**config.mk**
```make
export PLATFORM = sky130hd
export DESIGN_NAME = regfile_wb_arbiter
export DESIGN_NICKNAME = d
export VERILOG_FILES = /design/src/rtl/regfile_wb_arbiter.sv
export SDC_FILE = /design/constraint.sdc
export NUM_CORES = 1
export LEC_CHECK = 0
export BUFFER_PORTS_ARGS = -buffer_cell sky130_fd_sc_hd__buf_2
export CORE_ASPECT_RATIO = 0.7
export CORE_MARGIN = 2
export CORE_UTILIZATION = 40
export DETAILED_ROUTE_END_ITERATION = 8
export HOLD_SLACK_MARGIN = 0.06
export PLACE_DENSITY_LB_ADDON = 0.25
export SLEW_MARGIN = 20
export SYNTH_ARGS = -nofsm -noshare
export SYNTH_HDL_FRONTEND = slang
export SYNTH_SLANG_ARGS = --single-unit
```
**constraint.sdc**
```tcl
create_clock -name clk -period 3.45 [get_ports clk]
set_input_delay 0.345 -clock clk [delete_from_list [all_inputs] [get_ports clk]]
set_output_delay 0.345 -clock clk [all_outputs]
set_load 0.1 [all_outputs]
```
**src/rtl/regfile_wb_arbiter.sv**
```systemverilog
// Round-robin arbiter sharing the register-file write port between NREQ writeback requesters.
// Optional busy scoreboard (sb_set/sb_addr/busy) is built when SCOREBOARD_EN is defined.
module regfile_wb_arbiter #(
    parameter int NREQ = 3,
    parameter int DW   = 19,
    parameter int AW   = 4
) (
    input  logic               clk,
    input  logic               rst,
    input  logic               hold,
    input  logic [NREQ-1:0]    req_valid,
    input  logic [NREQ*AW-1:0] req_addr,
    input  logic [NREQ*DW-1:0] req_data,
    output logic [NREQ-1:0]    req_ready,
`ifdef SCOREBOARD_EN
    input  logic               sb_set,
    input  logic [AW-1:0]      sb_addr,
    output logic [15:0]        busy,
`endif
    output logic               we,
    output logic [AW-1:0]      wa,
    output logic [DW-1:0]      wd,
    output logic [1:0]         grant_id
);

    logic [AW-1:0] addr_arr [NREQ];
    logic [DW-1:0] data_arr [NREQ];
    logic [1:0]    rr_ptr_reg;
    logic [1:0]    rr_ptr_next;
    logic [1:0]    grant_idx;
    logic          grant_found;
    logic          handshake;
    logic [2:0]    cand;

    for (genvar gi = 0; gi < NREQ; gi++) begin : g_slice
        assign addr_arr[gi]  = req_addr[gi*AW +: AW];
        assign data_arr[gi]  = req_data[gi*DW +: DW];
        assign req_ready[gi] = handshake && (grant_idx == 2'(gi));
    end

    // Walk offsets from farthest to nearest so the requester closest to rr_ptr wins.
    always_comb begin
        grant_found = 1'b0;
        grant_idx   = 2'd0;
        cand        = 3'd0;
        for (int k = NREQ - 1; k >= 0; k--) begin
            cand = {1'b0, rr_ptr_reg} + 3'(k);
            if (cand >= 3'(NREQ)) begin
                cand = cand - 3'(NREQ);
            end
            if (req_valid[cand[1:0]]) begin
                grant_found = 1'b1;
                grant_idx   = cand[1:0];
            end
        end
    end

    assign handshake   = rst && !hold && grant_found;
    assign rr_ptr_next = (grant_idx == 2'(NREQ - 1)) ? 2'd0 : grant_idx + 2'd1;

    always_ff @(posedge clk or negedge rst) begin
        if (!rst) begin
            we         <= 1'b0;
            wa         <= '0;
            wd         <= '0;
            grant_id   <= 2'd0;
            rr_ptr_reg <= 2'd0;
        end else begin
            // Writes to r0 complete the handshake but never assert we.
            we <= handshake && (addr_arr[grant_idx] != '0);
            if (handshake) begin
                wa         <= addr_arr[grant_idx];
                wd         <= data_arr[grant_idx];
                grant_id   <= grant_idx;
                rr_ptr_reg <= rr_ptr_next;
            end
        end
    end

`ifdef SCOREBOARD_EN
    logic [15:0] busy_next;

    // Clear first so a coincident set on the same register takes priority.
    always_comb begin
        busy_next = busy;
        if (we) begin
            busy_next[wa] = 1'b0;
        end
        if (sb_set && (sb_addr != '0)) begin
            busy_next[sb_addr] = 1'b1;
        end
    end

    always_ff @(posedge clk or negedge rst) begin
        if (!rst) begin
            busy <= '0;
        end else begin
            busy <= busy_next;
        end
    end
`endif

endmodule

```
Word-level counts from Yosys, hierarchy flattened
Cells that the tools add are included.
{"block": "totals", "ff_bits": 28, "in_bits": 75, "out_inout_bits": 29, "elab_cells": 52}
{"block": "op_classes", "addsub": 6, "magnitude_cmp": 7, "n_eq_ne": 2, "n_mux": 22, "bitwise_logic": 1, "reduce_logical": 9}
{"cell": "$bmux W19 S2", "count": 1}
{"cell": "$mux W19", "count": 2}
{"cell": "$mux W2", "count": 7}
{"cell": "$lt A2 B3 Y1 const B", "count": 3}
{"cell": "$bmux W4 S2", "count": 1}
{"cell": "$mux W4", "count": 2}
{"cell": "$bmux W1 S2", "count": 3}
{"cell": "$ge A3 B2 Y1 const B", "count": 2}
{"cell": "$logic_and A1 B1 Y1", "count": 6}
{"cell": "$mux W1", "count": 6}
{"cell": "$sub A2 B2 Y2 const B", "count": 3}
{"cell": "$reduce_bool A4 Y1", "count": 1}
{"cell": "$add A2 B1 Y3 const B", "count": 1}
{"cell": "$add A2 B2 Y3 const B", "count": 1}
{"cell": "$ge A3 B3 Y1 const B", "count": 1}
{"cell": "$not A2 Y3", "count": 1}
{"cell": "$add A2 B1 Y2 const B", "count": 1}
{"cell": "$eq A2 B1 Y1 const B", "count": 1}
{"cell": "$eq A2 B2 Y1 const B", "count": 1}
{"cell": "$ge A2 B2 Y1 const B", "count": 1}
{"cell": "$logic_not A2 Y1", "count": 1}
{"cell": "$logic_not A1 Y1", "count": 1}

Logic depth before layout (Yosys ltp)
Gate-level depths: netlist (run 1).
{"block": "logic_depth", "word_depth": 14, "mapped_depth": 11, "mapped_depth_nobuf": 8}

Worst setup path after synthesis (run 1)
Ideal clock, no wire load.
{"block": "synth_timing", "path_type": "flip-flop to flip-flop", "start": "reg rr_ptr_reg[1]", "end": "reg rr_ptr_reg[0]", "setup_ns": 0.313, "t_arrival_ns": 4.287, "required_ns": 3.137, "setup_slack_ns": -1.150, "path_stages_with_launch": 9, "path_buffers": 1, "synth_period_minus_slack_ns": 4.600, "path_cell_list": "dfrtp_1 ha_1 buf_6 a22o_1 a22oi_1 nand2_1 o21ai_0 nor4_1 a211oi_1"}
{"block": "synth_between", "elab_chain_cells": 10, "elab_cells_between_ends": 27, "classes_between": "6 x add/sub; 3 x order compare; 1 x eq/ne; 16 x mux; 1 x reduce/logical"}
{"item": "start, declared", "line_no": "28", "text": "logic [1:0] rr_ptr_reg;"}
{"item": "start signal, assigned", "line_no": "75", "text": "rr_ptr_reg <= rr_ptr_next;"}
{"item": "$add A2 B2 Y3", "line_no": "47", "text": "cand = {1'b0, rr_ptr_reg} + 3'(k);"}
{"item": "$ge A3 B2 Y1 / $sub A2 B2 Y2 (equally long branches)", "line_no": "48, 49"}
{"item": "$mux W2", "line_no": "48", "text": "if (cand >= 3'(NREQ)) begin"}
{"item": "$bmux W1 S2", "line_no": "51", "text": "if (req_valid[cand[1:0]]) begin"}
{"item": "$mux W1 (not written as such)", "line_no": "51"}
{"item": "$mux W2 (3 in a row)", "line_no": "51"}
{"item": "$add A2 B1 Y2 / $eq A2 B2 Y1 (equally long branches)", "line_no": "59", "text": "assign rr_ptr_next = (grant_idx == 2'(NREQ - 1)) ? 2'd0 : grant_idx + 2'd1;"}
{"item": "$mux W2", "line_no": "59"}
Several ways; a longest one is shown, not always the timed one. The select of a mux whose other input is x is not followed.
A chain may end at the register's enable or synchronous reset.

Worst setup path after layout (run 1)
{"block": "layout_timing", "start": "reg rr_ptr_reg[0]", "end": "out req_ready[0]"}
{"block": "layout_between", "elab_chain_cells": 10, "elab_cells_between_ends": 26, "classes_between": "5 x add/sub; 3 x order compare; 15 x mux; 3 x reduce/logical"}
{"item": "$add A2 B2 Y3", "line_no": "47"}
{"item": "$ge A3 B2 Y1 / $sub A2 B2 Y2 (equally long branches)", "line_no": "48, 49"}
{"item": "$mux W2", "line_no": "48"}
{"item": "$bmux W1 S2", "line_no": "51"}
{"item": "$mux W1 (not written as such)", "line_no": "51"}
{"item": "$mux W2 / $mux W1 (equally long branches) (3 in a row)", "line_no": "51"}
{"item": "$logic_not A2 Y1 / $logic_and A1 B1 Y1 (equally long branches)", "line_no": "38, 58"}
{"item": "$logic_and A1 B1 Y1 (*)", "line_no": "38", "text": "assign req_ready[gi] = handshake && (grant_idx == 2'(gi));"}
{"item": "end, declared", "line_no": "14", "text": "output logic [NREQ-1:0] req_ready,"}
Mark *: on every way between the ends. The rest lies on a longest branch, timed or not. The select of a mux whose other input is x is not followed.

==> impl_results.md, run 1 <==
- Postcts setup bufs: 0
- Global-route usage over all layers: between 15 and 20%
- Grt ovf: 0
- Worst-Margin Slew: 0.761 ns
- Setup WS pre-CTS: about 0.56 ns
- Met1 Resource Use GR: a little under a quarter
- Worst setup SP type: flip-flop
- WL per Instance: about 13 microns
- Setup-failing EPs final: 0
- Met3 track demand over resource: 5.71%
- Antenna-violating nets left: 0
- Yosys cell types: 31
- Vias in the first global route: 1,536
- CP cell instances: inv_1, ha_1, a22o_1, a222oi_1, a211oi_4, nor3b_2, buf_2
- Post-Syn Area per Cell: just under 10 sq um
- P&R area growth vs syn: 36.5%
- # port buffers: between 100 and 150
- Ys async rst share: 100%
- Slowest CP cell: a222oi_1
- Final clock skew: about 0.0024 ns
- Synth top cells by count: dfrtp_1 (28), mux2i_1 (24), a21o_1 (22)
- Post-synth top area cell: dfrtp_1
- Ys flop type: dfrtp_1
- Critical path start-end classification: reg2out
- Worst r2r dst: wd[17]
- Syn Inst Count: about 180
- H-tree Lvls: 1
- Crit Reg-Reg Startpoint: rr_ptr_reg[1]
- DP Wirelength: roughly 3400 microns
- Tmin final: 3.13 ns
- Syn_nets: 256
- I/O pin count: between 100 and 150
- FF/Latch Area: roughly 700 sq um
- GRT met2 Usage: between 20% and 30%
- Delay of the slowest critical-path stage: approximately 0.50 ns
- Initial Util: about two fifths
- Hold WC Path Type: in2async
- Status: complete, no violations
- Die Span Y: a little under 60 microns
- R2R setup slack: between 0.5 and 0.6 ns
- Arrival time worst endpoint: ~2.8 ns
- Antenna Cells: 0
- CTS root buf: clkbuf_8
- Resize count post-CTS: 0
- Count of state elements after synthesis: 28
- # rows: 20
- Hold_ws: roughly 0.065 ns
- Reg2Reg Depth: 8
- Detailed Route WL: ~4300 microns
- Required @ worst endpoint: 3.11 ns
- Routed vias/inst: ~5.0
- Synth top area share: 39.9%
- Final worst slack: around 0.32 ns
- CTS sink count: 28
- Multi-input gate area: about 1000 sq um
- Num CTS Buffers: 3
- Initial antenna violation count: 0
- CTS tree: done
- First-pass DRT Iterations: 4
- Largest Register: wd
- Die area: roughly 5000 sq um
- DP Area: roughly 2300 sq um
- Skew-Pair Late Insertion Delay: 0.27 ns
- Worst-path clk slew: around 0.09 ns
- DRC viols: 0
- Mapped Area: 1750 sq um
- Core ar.: ~4300 sq um
- Largest net degree at the start of global routing: 32
- Sequential fraction of the synthesis area: between 30% and 40%
- DIE WIDTH: approximately 83 microns
- Largest registers: wd x19, wa x4
- Number of enable flip-flop cells after synthesis: 0
- Relative slew margins: between 40% and 50%
- CP max FO: 13
- Vias: about 1,600
- FMAX: 320 MHz
- Final TNS setup: 0 ns
- Final Hold Vio Count: 0
- First-pass GRT wire length: 6840 microns
- Hold_buf cts: 0
- Total of warnings raised by yosys: 0
- Busiest grt layer: met2
- Layout Nets: around 360
- Clk buf depth: 2
- Design Area, Final: approximately 2400 sq um
- Max reg flops: 19
- Number of DRC markers in iteration 0: 65
- Top cells by area, synth: dfrtp_1 (40%), mux2i_1 (14%), a21o_1 (9.4%)
- Layout cell share with drive strength beyond 1: ~44%
- Fill cell count: just under 400
- GPL Wtd Cong: around 0.86
- CP endpoint kind: output port
- Period utilisation layout: between 90% and 100%
- Most frequent cell after synthesis: dfrtp_1
- Slew Limit Fails: 0
- Max Cap Viol: 0
- Unrepaired setup endpoints after global routing: false
==> kinds of logic after synthesis <==
family,share of synthesized area [%]
flops,39.9
buf+inv,5.35
mux,17.5
compound gates,25.0
fa+ha+maj,2.14
simple gates,10.1
==> final cells by class <==
cell class,instances,share of cell area [%]
clock buffers,4,2.30
multi-input cells,132,41.7
well taps,55,2.87
repair buffers,108,23.1
flip-flops and latches,28,29.3
inverters,5,0.784
==> worst max-delay path: cells and delay by family, from the launching register on <==
family,cells,cell delay (ns)
compound gates,3,1.02
simple gates,1,0.22
flops,1,0.35
fa+ha+maj,1,0.40
buf+inv,2,0.51
==> per-stage QoR <==
stage	util (%)	std cells
2_1_floorplan	-	178
4_1_cts	56.0	332
3_3_place_gp	54.7	328
5_1_grt	56.0	332
3_5_place_dp	54.7	328
6_report	56.0	332
==> routing by layer <==
metal | vias up | share of wire [%]
met5 | - | 0
met4 | 0 | 0.35
met1 | 733 | 47
met2 | 70 | 44
li1 | 842 | -
met3 | 3 | 9.2
==> how the worst max path moves through the flow <==
stage                  startpoint           end  cells after the start
floorplan           rr_ptr_reg[0]  req_ready[0]                      8
global placement    rr_ptr_reg[0]        wd[17]                      9
detailed placement  rr_ptr_reg[1]        wd[17]                      8
CTS                 rr_ptr_reg[0]  req_ready[0]                      7
global route        rr_ptr_reg[1]  req_ready[0]                      7
finish              rr_ptr_reg[0]  req_ready[0]                      7
==> layout by cell type, fill, tap and decap left out, types with 2 or more instances in the layout <==
cell type	n
o21ai_4	2
mux2_1	2
nand2_1	10
mux2_2	4
dfrtp_1	28
nand2b_1	2
buf_2	103
inv_1	5
a21o_1	22
mux2i_1	24
nor2b_1	2
clkbuf_8	4
o21ai_0	6
buf_4	5
a21oi_1	2
ha_1	3
a211oi_1	21
nor2_1	20
Power of run 1 is not shown: default switching activity piles up to over one toggle a cycle in this logic, so the estimate is an artifact.
==> run 2: changes to the inputs <==
- CORE_UTILIZATION: 40 -> 44
==> impl_results.md, run 2 (synthesized netlist as in run 1, its figures left out) <==
- Required @ worst endpoint: 3.11 ns
- Largest registers: wd x19, wa x4
- Core ar.: between 3000 and 4000 sq um
- DP Area: approximately 2300 sq um
- Final clock skew: between 0.003 and 0.004 ns
- Vias: around 1,700
- Final cell count without fillers: approximately 330
- Initial Util: a little under half
- Period utilisation layout: 89.8%
- DRC viols: 0
- Reg2Reg Depth: 9
- Unrepaired setup endpoints after global routing: false
- Resize count post-CTS: 0
- Commonest cells after routing, fill and taps aside: buf_2 (103), dfrtp_1 (28), mux2i_1 (24)
- Detailed Route WL: about 4300 microns
- Hold_buf cts: 0
- CTS tree: done
- Skew-Pair Late Insertion Delay: approximately 0.27 ns
- I/O pin count: between 100 and 150
- Number of DRC markers in iteration 0: between 40 and 50
- Fill cell count: 346
- First-pass DRT Iterations: 4
- Vias in the first global route: between 1,500 and 2,000
- Design Area, Final: 2380 sq um
- Tmin final: about 3.1 ns
- Worst-path clk slew: ~0.09 ns
- # port buffers: about 100
- Antenna-violating nets left: 0
- Cell family contributing the most delay on the critical path: compound AO/OA/AOI/OAI gates
- Largest net degree at the start of global routing: 35
- Setup-failing EPs final: 0
- Post-layout util: 61.3%
- First-pass GRT wire length: slightly below 7000 microns
- Critical path start-end classification: reg2out
- # rows: 19
- Largest Register: wd
- Critical path buffers and inverters: 2
- Grt ovf: 0
- DIE WIDTH: between 70 and 80 microns
- Max Cap Viol: 0
- GPL Wtd Cong: a little under 0.8
- Levels on crit path: 7
- Routed vias/inst: 5.08
- Clk buf depth: 2
- H-tree Lvls: 1
- Worst-Margin Slew: 0.702 ns
- CP max FO: 12
- Num CTS Buffers: 3
- CTS root buf: clkbuf_8
- Worst setup SP type: flip-flop
- Slowest CP cell: a222oi_1
- Postcts setup bufs: 0
- CP cell instances: inv_1, ha_1, a22o_1, a222oi_1, a211oi_4, nor3b_2, buf_2
- Layout cell share with drive strength beyond 1: 43.8%
- Final Hold Vio Count: 0
- Initial antenna violation count: 0
- Status: complete, no violations
- Placed cell count: 325
- Hold WC Path Type: in2async
- Global-route usage over all layers: between 10% and 20%
- Layout Nets: 356
- Arrival time worst endpoint: between 2 and 3 ns
- Slew Limit Fails: 0
- P&R area growth vs syn: 35.5%
- Relative slew margins: between 50% and 60%
- Die area: approximately 4500 sq um
- DP Wirelength: ~3300 microns
- Max reg flops: 19
- Delay of the slowest critical-path stage: roughly 0.5 ns
- WL per Instance: approximately 13 microns
- FMAX: approximately 320 MHz
- CP endpoint kind: output port
- Antenna Cells: 0
- Final TNS setup: 0 ns
- Most common cell after layout, fill and taps aside: buf_2
- CTS sink count: 28
- Die Span Y: about 57 microns
## run 2: final timing paths
check	startpoint	to	slack (ns)
max	rr_ptr_reg[0]	req_ready[0]	0.35
min	rst	grant_id[0]	0.08
max reg2reg	rr_ptr_reg[0]	wd[3]	0.59
min reg2reg	wd[3]	wd[3]	0.48
max in group asynchronous	rst	wd[15]	3.10
min in group clk	req_addr[11]	wa[3]	0.40
## run 2: per-stage QoR
step / setup WS, ns / hold WS [ns]
final: 0.352 / 0.0823
after global routing: 0.167 / 0.112
after CTS: 0.320 / 0.0976
after detailed placement: 0.588 / 0.390
after global placement: 0.636 / 0.390
after floorplan: 0.0292 / 0.0494
## run 2: metal layers
| metal | up-vias | wire (microns) | track usage [%] |
|---|---|---|---|
| met2 | 66 | 2000 | 31.8 |
| met4 | 0 | 12 | 2.22 |
| met3 | 2 | 331 | 4.98 |
| met1 | 756 | 1910 | 25.6 |
| li1 | 843 | - | - |
| met5 | - | 0 | 0 |
## run 2: final cells by class
cell class	instances	area, sq um	share of cell area [%]
tap	52	65.1	2.74
timing repair buffer	108	553	23.3
sequential	28	701	29.5
clock buffer	3	41.3	1.74
multi-input combinational	132	998	42.0
inverter	5	18.8	0.789
Power of run 2 is left out for the same reason.
==> run 3: changes to the inputs <==
- CORE_UTILIZATION: 44 -> 45
- CTS_BUF_LIST: default -> sky130_fd_sc_hd__clkbuf_2 sky130_fd_sc_hd__clkbuf_4 sky130_fd_sc_hd__clkbuf_8
- GPL_ROUTABILITY_DRIVEN: default -> 0
==> impl_results.md, run 3 (synthesized netlist as in run 1, its figures left out) <==
- Arrival time worst endpoint: about 2.9 ns
- DP Wirelength: ~3400 microns
- Tmin final: between 3 and 4 ns
- CTS sink count: 28
- First-pass DRT Iterations: 5
- Setup-failing EPs final: 0
- FMAX: approximately 310 MHz
- Clk buf depth: 2
- Max reg flops: 19
- Worst setup SP type: flip-flop
- Required @ worst endpoint: 3.11 ns
- Core ar.: around 3600 sq um
- Global-route usage over all layers: approximately 20%
- Commonest cells after routing, fill and taps aside: buf_2 (101), dfrtp_1 (28), mux2i_1 (24)
- # port buffers: 103
- Routed vias/inst: 5.19
- Largest Register: wd
- Vias: 1,696
- Period utilisation layout: 92.8%
- Initial antenna violation count: 0
- Initial Util: 48.4%
- CP endpoint kind: output port
- CTS root buf: clkbuf_8
- Worst-path clk slew: approximately 0.09 ns
- WL per Instance: around 13 microns
- Largest registers: wd x19, wa x4
- Final Hold Vio Count: 0
- Num CTS Buffers: 3
- Critical path start-end classification: reg2out
- First-pass GRT wire length: a little over 7000 microns
- P&R area growth vs syn: 36.1%
- Postcts setup bufs: 0
- Skew-Pair Late Insertion Delay: about 0.26 ns
- Final clock skew: approximately 0.0024 ns
- Layout Nets: ~360
- Max Cap Viol: 0
- Antenna Cells: 0
- H-tree Lvls: 1
- Die area: roughly 4400 sq um
- Detailed Route WL: approximately 4300 microns
- Slew Limit Fails: 0
- Layout cell share with drive strength beyond 1: between 40 and 50%
- I/O pin count: 104
- Most common cell after layout, fill and taps aside: buf_2
- CTS tree: done
- Status: complete, no violations
- CP max FO: 11
- Number of DRC markers in iteration 0: 71
- Vias in the first global route: 1,615
- Largest net degree at the start of global routing: between 40 and 50
- Final TNS setup: 0 ns
- DRC viols: 0
- Fill cell count: 320
- DIE WIDTH: 78.6 microns
- Hold WC Path Type: in2async
- Die Span Y: between 50 and 60 microns
- Relative slew margins: between 50% and 60%
- Antenna-violating nets left: 0
- # rows: 18
- Worst-Margin Slew: roughly 0.74 ns
- Grt ovf: 0
- Unrepaired setup endpoints after global routing: false
==> run 3: worst paths after layout <==
| path | startpoint | endpoint | slack (ns) | cells past startpoint |
|---|---|---|---|---|
| max in group asynchronous | rst | wd[6] | 3.11 | 2 |
| min in group clk | req_addr[11] | wa[3] | 0.40 | 3 |
| worst max register to register | rr_ptr_reg[0] | wd[7] | 0.61 | 9 |
| worst min register to register | wd[14] | wd[14] | 0.48 | 1 |
| worst max-delay path | rr_ptr_reg[0] | req_ready[0] | 0.25 | 8 |
| worst min-delay path | rst | grant_id[0] | 0.07 | 2 |
==> run 3: final cells by class <==
class / instances / area [sq um] / area share [%]
Sequential cell: 28 / 701 / 29.4
Multi-Input combinational cell: 132 / 998 / 41.8
Timing Repair Buffer: 109 / 566 / 23.7
Tap cell: 50 / 62.6 / 2.62
Inverter: 5 / 18.8 / 0.786
Clock buffer: 3 / 41.3 / 1.73
==> run 3: routing by layer <==
metal | track usage (%) | share of wire (%) | vias up
li1 | - | - | 850
met1 | 25.6 | 45 | 784
met3 | 6.17 | 8.4 | 4
met4 | 3.01 | 0.79 | 0
met5 | 0 | 0 | -
met2 | 33.3 | 46 | 58
==> run 3: metrics by stage <==
stage | instance area, sq um | utilization, % | worst slack [ns] | hold WS (ns) | cells
2_1_floorplan | 1770 | - | 0.0292 | 0.0494 | 178
3_3_place_gp | 2340 | 64.6 | 0.486 | 0.375 | 324
3_5_place_dp | 2340 | 64.6 | 0.399 | 0.378 | 324
4_1_cts | 2380 | 65.7 | 0.104 | 0.0817 | 327
5_1_grt | 2390 | 65.8 | 0.0172 | 0.0985 | 327
6_report | 2390 | 65.8 | 0.247 | 0.0745 | 327
==> run 3: timing repair <==
action	in CTS	in global routing
endpoints found under the hold margin	0	0
resized for setup	0	3
setup endpoints to repair	0	2
hold buffers	0	0
==> run 3: critical path, cell delays in order, from the launching register on <==
cell      delay (ns)
dfrtp_1         0.36
inv_1           0.08
ha_1            0.41
a22o_1          0.26
a222oi_1        0.49
a211oi_4        0.26
buf_4           0.25
nor3b_2         0.17
buf_4           0.31
Power of run 3 is left out for the same reason.
